--- src/rtl/freq_meas_pkg.sv ---
// freq_meas_pkg: shared types and defaults for the frequency readback blocks.
// Holds the gate sequencer state encoding and the default squarer thresholds.
package freq_meas_pkg;

    typedef enum logic [1:0] {
        IDLE  = 2'd0,
        ARM   = 2'd1,
        GATE  = 2'd2,
        LATCH = 2'd3
    } gate_state_t;

    // Default hysteresis band around the 8-bit DDS midscale.
    localparam int unsigned SQ_THRESH_HI = 135;
    localparam int unsigned SQ_THRESH_LO = 120;

    localparam int unsigned DEF_GATE_CYCLES = 50_000_000;

endpackage

--- src/rtl/wave_squarer.sv ---
// wave_squarer: hysteresis comparator plus registered rising-edge detector.
// Ports: clk, rst (async, active-high), sin (unsigned sample), rise (1-cycle pulse).
module wave_squarer
    import freq_meas_pkg::*;
#(
    parameter int unsigned SAMPLE_W  = 8,
    parameter int unsigned THRESH_HI = SQ_THRESH_HI,
    parameter int unsigned THRESH_LO = SQ_THRESH_LO
) (
    input  logic                clk,
    input  logic                rst,
    input  logic [SAMPLE_W-1:0] sin,
    output logic                rise
);

    localparam logic [SAMPLE_W-1:0] HI = SAMPLE_W'(THRESH_HI);
    localparam logic [SAMPLE_W-1:0] LO = SAMPLE_W'(THRESH_LO);

    logic sq;
    logic sq_d;

    // Samples inside [LO, HI] hold the previous level, so
    // midscale noise narrower than the band never toggles sq.
    always_ff @(posedge clk or posedge rst) begin
        if (rst) begin
            sq   <= 1'b0;
            sq_d <= 1'b0;
        end else begin
            if (sin > HI) begin
                sq <= 1'b1;
            end else if (sin < LO) begin
                sq <= 1'b0;
            end
            sq_d <= sq;
        end
    end

    assign rise = sq & ~sq_d;

endmodule

--- src/rtl/freq_gate_ctrl.sv ---
// freq_gate_ctrl: gate-time sequencer counting squared-sample rising edges.
// Ports: clk, rst, start, continuous, abort, sin in; busy, result, result_valid, overflow out.
module freq_gate_ctrl
    import freq_meas_pkg::*;
#(
    parameter int unsigned GATE_CYCLES = DEF_GATE_CYCLES,
    parameter int unsigned CNT_W       = 13,
    parameter int unsigned SAMPLE_W    = 8,
    parameter int unsigned THRESH_HI   = SQ_THRESH_HI,
    parameter int unsigned THRESH_LO   = SQ_THRESH_LO
) (
    input  logic                clk,
    input  logic                rst,
    input  logic                start,
    input  logic                continuous,
    input  logic                abort,
    input  logic [SAMPLE_W-1:0] sin,
    output logic                busy,
    output logic [CNT_W-1:0]    result,
    output logic                result_valid,
    output logic                overflow
);

    localparam int unsigned      TMR_W    = $clog2(GATE_CYCLES);
    localparam logic [TMR_W-1:0] TMR_LAST = TMR_W'(GATE_CYCLES - 1);
    localparam logic [CNT_W-1:0] CNT_MAX  = {CNT_W{1'b1}};

    gate_state_t      state;
    gate_state_t      state_nxt;
    logic [TMR_W-1:0] tmr;
    logic [CNT_W-1:0] cnt;
    logic [CNT_W-1:0] cnt_nxt;
    logic             pend;
    logic             pend_nxt;
    logic             rise;
    logic             gate_done;
    logic             clr;
    logic             cnt_en;
    logic             do_latch;

    wave_squarer #(
        .SAMPLE_W (SAMPLE_W),
        .THRESH_HI(THRESH_HI),
        .THRESH_LO(THRESH_LO)
    ) u_sq (
        .clk (clk),
        .rst (rst),
        .sin (sin),
        .rise(rise)
    );

    assign gate_done = (tmr == TMR_LAST);

    always_ff @(posedge clk or posedge rst) begin
        if (rst) begin
            state <= IDLE;
        end else begin
            state <= state_nxt;
        end
    end

    always_comb begin
        state_nxt = state;
        if (abort) begin
            state_nxt = IDLE;
        end else begin
            unique case (state)
                IDLE:  if (start || continuous) state_nxt = ARM;
                ARM:   state_nxt = GATE;
                GATE:  if (gate_done) state_nxt = LATCH;
                LATCH: state_nxt = continuous ? ARM : IDLE;
            endcase
        end
    end

    always_comb begin
        clr      = 1'b0;
        cnt_en   = 1'b0;
        do_latch = 1'b0;
        unique case (state)
            IDLE:  ;
            ARM:   clr = 1'b1;
            GATE: begin
                cnt_en   = 1'b1;
                do_latch = gate_done && !abort;
            end
            LATCH: ;
        endcase
    end

    // Saturating count; a rise that would wrap marks overflow instead.
    always_comb begin
        cnt_nxt  = cnt;
        pend_nxt = pend;
        if (cnt_en && rise) begin
            if (cnt == CNT_MAX) begin
                pend_nxt = 1'b1;
            end else begin
                cnt_nxt = cnt + CNT_W'(1);
            end
        end
    end

    always_ff @(posedge clk or posedge rst) begin
        if (rst) begin
            cnt  <= '0;
            tmr  <= '0;
            pend <= 1'b0;
        end else if (clr) begin
            cnt  <= '0;
            tmr  <= '0;
            pend <= 1'b0;
        end else if (cnt_en) begin
            cnt  <= cnt_nxt;
            tmr  <= tmr + TMR_W'(1);
            pend <= pend_nxt;
        end
    end

    // Outputs load on the edge into LATCH so the strobe and the
    // new result appear together, including a rise in the last GATE cycle.
    always_ff @(posedge clk or posedge rst) begin
        if (rst) begin
            result       <= '0;
            result_valid <= 1'b0;
            overflow     <= 1'b0;
            busy         <= 1'b0;
        end else begin
            result_valid <= do_latch;
            busy         <= (state_nxt != IDLE);
            if (do_latch) begin
                result   <= cnt_nxt;
                overflow <= pend_nxt;
            end
        end
    end

endmodule

--- config.mk ---
export PLATFORM = sky130hd
export DESIGN_NAME = freq_gate_ctrl
export DESIGN_NICKNAME = d
export VERILOG_FILES = /design/src/rtl/freq_meas_pkg.sv /design/src/rtl/wave_squarer.sv /design/src/rtl/freq_gate_ctrl.sv
export SDC_FILE = /design/constraint.sdc
export NUM_CORES = 1
export LEC_CHECK = 0
export CELL_PAD_IN_SITES_DETAIL_PLACEMENT = 1
export CELL_PAD_IN_SITES_GLOBAL_PLACEMENT = 2
export CORE_UTILIZATION = 41
export CTS_BUF_LIST = sky130_fd_sc_hd__clkbuf_4
export CTS_CLUSTER_SIZE = 24
export DETAILED_ROUTE_END_ITERATION = 10
export PLACE_DENSITY = 0.95
export SYNTH_ARGS = -nofsm -noshare
export SYNTH_HDL_FRONTEND = slang
export SYNTH_SLANG_ARGS = --single-unit
--- constraint.sdc ---
create_clock -name clk -period 3.4 [get_ports clk]
set_clock_uncertainty 0.1 [all_clocks]
set_input_delay 1.02 -clock clk [delete_from_list [all_inputs] [get_ports clk]]
set_output_delay 1.02 -clock clk [all_outputs]
set_load 0.1 [all_outputs]
==> flow_summary.rst <==
.. list-table::
   :header-rows: 1

   * - Metric
     - Value
   * - Largest fanout on the critical path
     - 7
   * - Share of Yosys cell area claimed by the top area cell type
     - 48.02%
   * - Synth Area per Inst
     - 9.958 um2
   * - DRC violations left
     - 0
   * - Final layout net count
     - 364
   * - CP Class
     - flip-flop to flip-flop
   * - Syn_nets
     - 333
   * - Count of unique library cells instantiated by Yosys
     - 47
   * - Root Buffer Master
     - sky130_fd_sc_hd__clkbuf_4
   * - Post-CTS repair timing setup buffer count
     - 0
   * - Critical path arrival
     - 2.69 ns
   * - Highest Clock Rate
     - 400.1 MHz
   * - Clock sinks
     - 60
   * - Crit path capture type
     - flip-flop
   * - Critical Path Start Type
     - flip-flop
   * - Capture point of the worst reg-to-reg path
     - result[10]$_DFFE_PP0P_
   * - Synth Register Bits
     - 60
   * - End point of the critical path
     - result[10]$_DFFE_PP0P_
   * - CTS tree
     - built
   * - Area inside the core boundary
     - 7331 um2
   * - Die Area
     - 7980 um2
   * - Largest area contributor in the synthesized netlist
     - sky130_fd_sc_hd__dfrtp_1
   * - DPL Wire Length
     - 5.197 mm
   * - Synth warnings
     - 0
   * - Worst ir drop on vdd
     - 0.3196 mV
   * - Routability-driven placement congestion ratio
     - 0.7929
   * - Via count of the first global-routing pass
     - 2434
   * - Floorplan die height
     - 89.33 um
   * - Result of the run
     - complete, no violations
   * - Reg-to-reg startpoint
     - state[0]$_DFF_PP0_
   * - Signed area change from the synthesized netlist to the final layout
     - 14.85%
   * - Main synth FF type
     - sky130_fd_sc_hd__dfrtp_1
   * - Type of the worst min-delay path
     - flip-flop to flip-flop
   * - Minimum clock period
     - 2.500 ns
   * - Most common library cell in the layout ignoring fill and taps
     - sky130_fd_sc_hd__dfrtp_1
   * - Measured slew at the worst slew-check pin
     - 0.8997 ns
   * - Number of inserted filler cells in the final layout
     - 847
   * - Area of the mapped netlist
     - 3127 um2
   * - Static Leak
     - 1.584 nW
   * - Clock latency reported for the late side of the worst-skew pair
     - 0.40 ns
   * - Final number of max-transition violations
     - 0
   * - Final setup violation count
     - 0
   * - Async S/R FF share, synth
     - 100.0%
   * - Number of buffers created by CTS
     - 9
   * - Final cycle utilization of the critical path
     - 73.52%
   * - Unrepaired setup endpoints after global routing
     - false
   * - Die extent in x
     - 89.33 um
   * - Overall power consumption
     - 1.793 mW
   * - Via density
     - 5.454
   * - Synthesized instance count
     - 314
   * - H-Tree Depth
     - 3
   * - Number of DRC violations after detailed-routing iteration 0
     - 69
   * - Final hold violations
     - 0
   * - Clock-pin slew of the registers on the worst-case setup and hold paths
     - 0.10 ns
   * - # port buffers
     - 25
   * - DR WL/cell
     - 16.10 um
   * - Sum of negative setup slack
     - 0 ns
   * - Maximum number of pins on one net before global-route repair
     - 39
   * - Count of TritonRoute iterations in the first routing pass
     - 4
   * - Worst setup path startpoint
     - state[0]$_DFF_PP0_
   * - Area taken by flip-flops and latches
     - 1501 um2
   * - R2R cell count
     - 7
   * - Antenna diode instance count
     - 0
   * - Total gr overflow
     - 0
   * - Data required time of the worst path
     - 3.59 ns
   * - Buffer depth of the longest clock path
     - 2
   * - Initial antenna violation count
     - 0
   * - Starting Density
     - 42.65%
   * - Std cell rows
     - 31
   * - Post-synth EDFFs
     - 0
   * - Multi-input gate area
     - 1519 um2
   * - Post-route ant nets
     - 0
   * - Worst reg2reg setup slack
     - 0.90 ns
   * - Sum of routed wire length over all layers
     - 7.230 mm
   * - Most frequent cells in the layout
     - sky130_fd_sc_hd__dfrtp_1, sky130_fd_sc_hd__nor2_1, sky130_fd_sc_hd__nand2_1
   * - Ports
     - 29
   * - Overall Global Routing Usage
     - 19.79%
   * - Max-Slew Margin vs Limit
     - 40.02%
   * - Cell types occupying the most area after synthesis
     - sky130_fd_sc_hd__dfrtp_1, sky130_fd_sc_hd__mux2_2, sky130_fd_sc_hd__xnor2_1
   * - Number of hold-repair buffers added at the cts stage
     - 0
   * - Maxcap violations
     - 0
   * - Power density over cell area
     - 499.2 nW/um2
   * - Detailed-route via count
     - 2449
   * - Number of gates resized after cts
     - 0
   * - Share of cells above drive strength 1
     - 17.43%
   * - Sequential share of the synthesized area
     - 48.02%
   * - Global-route wire length before repair
     - 11.77 mm
## stage by stage
stage	cell area (um2)	util, %	worst slack [ns]	cells	hold WS [ns]
finish	3591	48.98	0.9004	449	0.3779
detailed placement	3461	47.21	0.7892	433	0.3493
global route	3591	48.98	0.7252	449	0.3983
global placement	3461	47.21	0.8414	433	0.3398
CTS	3591	48.98	0.8831	449	0.3744
floorplan	3127	-	0.7953	314	0.2998
## worst min path at each step
stage                              from                   to  slack [ns]  cells after the start
floorplan           u_sq.sq$_DFFE_PP0P_  u_sq.sq_d$_DFF_PP0_        0.30                      0
global placement    u_sq.sq$_DFFE_PP0P_  u_sq.sq_d$_DFF_PP0_        0.34                      0
detailed placement  u_sq.sq$_DFFE_PP0P_  u_sq.sq_d$_DFF_PP0_        0.35                      0
CTS                 u_sq.sq$_DFFE_PP0P_  u_sq.sq_d$_DFF_PP0_        0.37                      0
global route        u_sq.sq$_DFFE_PP0P_  u_sq.sq_d$_DFF_PP0_        0.40                      0
finish              u_sq.sq$_DFFE_PP0P_  u_sq.sq_d$_DFF_PP0_        0.38                      0
## cell usage after synthesis, drive strengths merged (4+ instances only)
library cell / count
a21oi: 20
a31oi: 4
and2: 4
and3: 7
and4: 4
clkbuf: 8
dfrtp: 60
ha: 6
inv: 13
mux2: 15
nand2: 25
nand3: 11
nand4: 10
nor2: 31
nor3: 5
nor4: 7
o21ai: 18
o31ai: 4
or3: 5
or4: 4
xnor2: 15
xor2: 8
## registers in the layout, summed over array words and instances (netlist names)
| register | cells |
|---|---|
| busy | 1 |
| cnt | 13 |
| overflow | 1 |
| pend | 1 |
| result | 13 |
| result_valid | 1 |
| state | 2 |
| tmr | 26 |
| u_sq.sq | 1 |
| u_sq.sq_d | 1 |
## worst max-delay path, cell delays in order, from the launching register on
cell and delay (ns):
sky130_fd_sc_hd__dfrtp_1 0.44, sky130_fd_sc_hd__inv_1 0.10, sky130_fd_sc_hd__ha_1 0.23, sky130_fd_sc_hd__nand3b_1 0.30
sky130_fd_sc_hd__nor2_1 0.35, sky130_fd_sc_hd__and3_1 0.27, sky130_fd_sc_hd__mux2_2 0.35, sky130_fd_sc_hd__mux2_2 0.25
## cell type report
type | count | share of cell area (%)
clock inverter | 6 | 1.533
multi-input combinational | 230 | 42.30
clock buffer | 10 | 2.091
timing repair buffer | 31 | 7.456
inverter | 13 | 1.359
tap | 99 | 3.449
sequential | 60 | 41.81
## per-layer routing
layer / wire length [um] / vias to the layer above / global-route usage (%)
li1: - / 1194 / -
met1: 3213 / 1214 / 23.65
met2: 3728 / 29 / 34.91
met3: 184 / 12 / 4.617
met4: 104 / 0 / 6.926
met5: 0 / - / 0
## cell families after synthesis
| group | count (synthesis) | synth area share (%) |
|---|---|---|
| buffers and inverters | 24 | 3.401 |
| xor gates and xnor gates | 23 | 6.443 |
| and+or+nand+nor | 125 | 22.21 |
| DFF | 60 | 48.02 |
| muxes | 16 | 5.722 |
| AOI/OAI and AO/OA | 60 | 11.81 |
| adders and majority gates | 6 | 2.401 |
## where the power goes
group,switching [mW],internal (mW),total [mW]
Sequential,0.0582,0.762,0.821
Combinational,0.330,0.159,0.489
Clock,0.258,0.225,0.483
Total,0.646,1.15,1.79
Note: power is estimated with default switching activity, not from simulation.
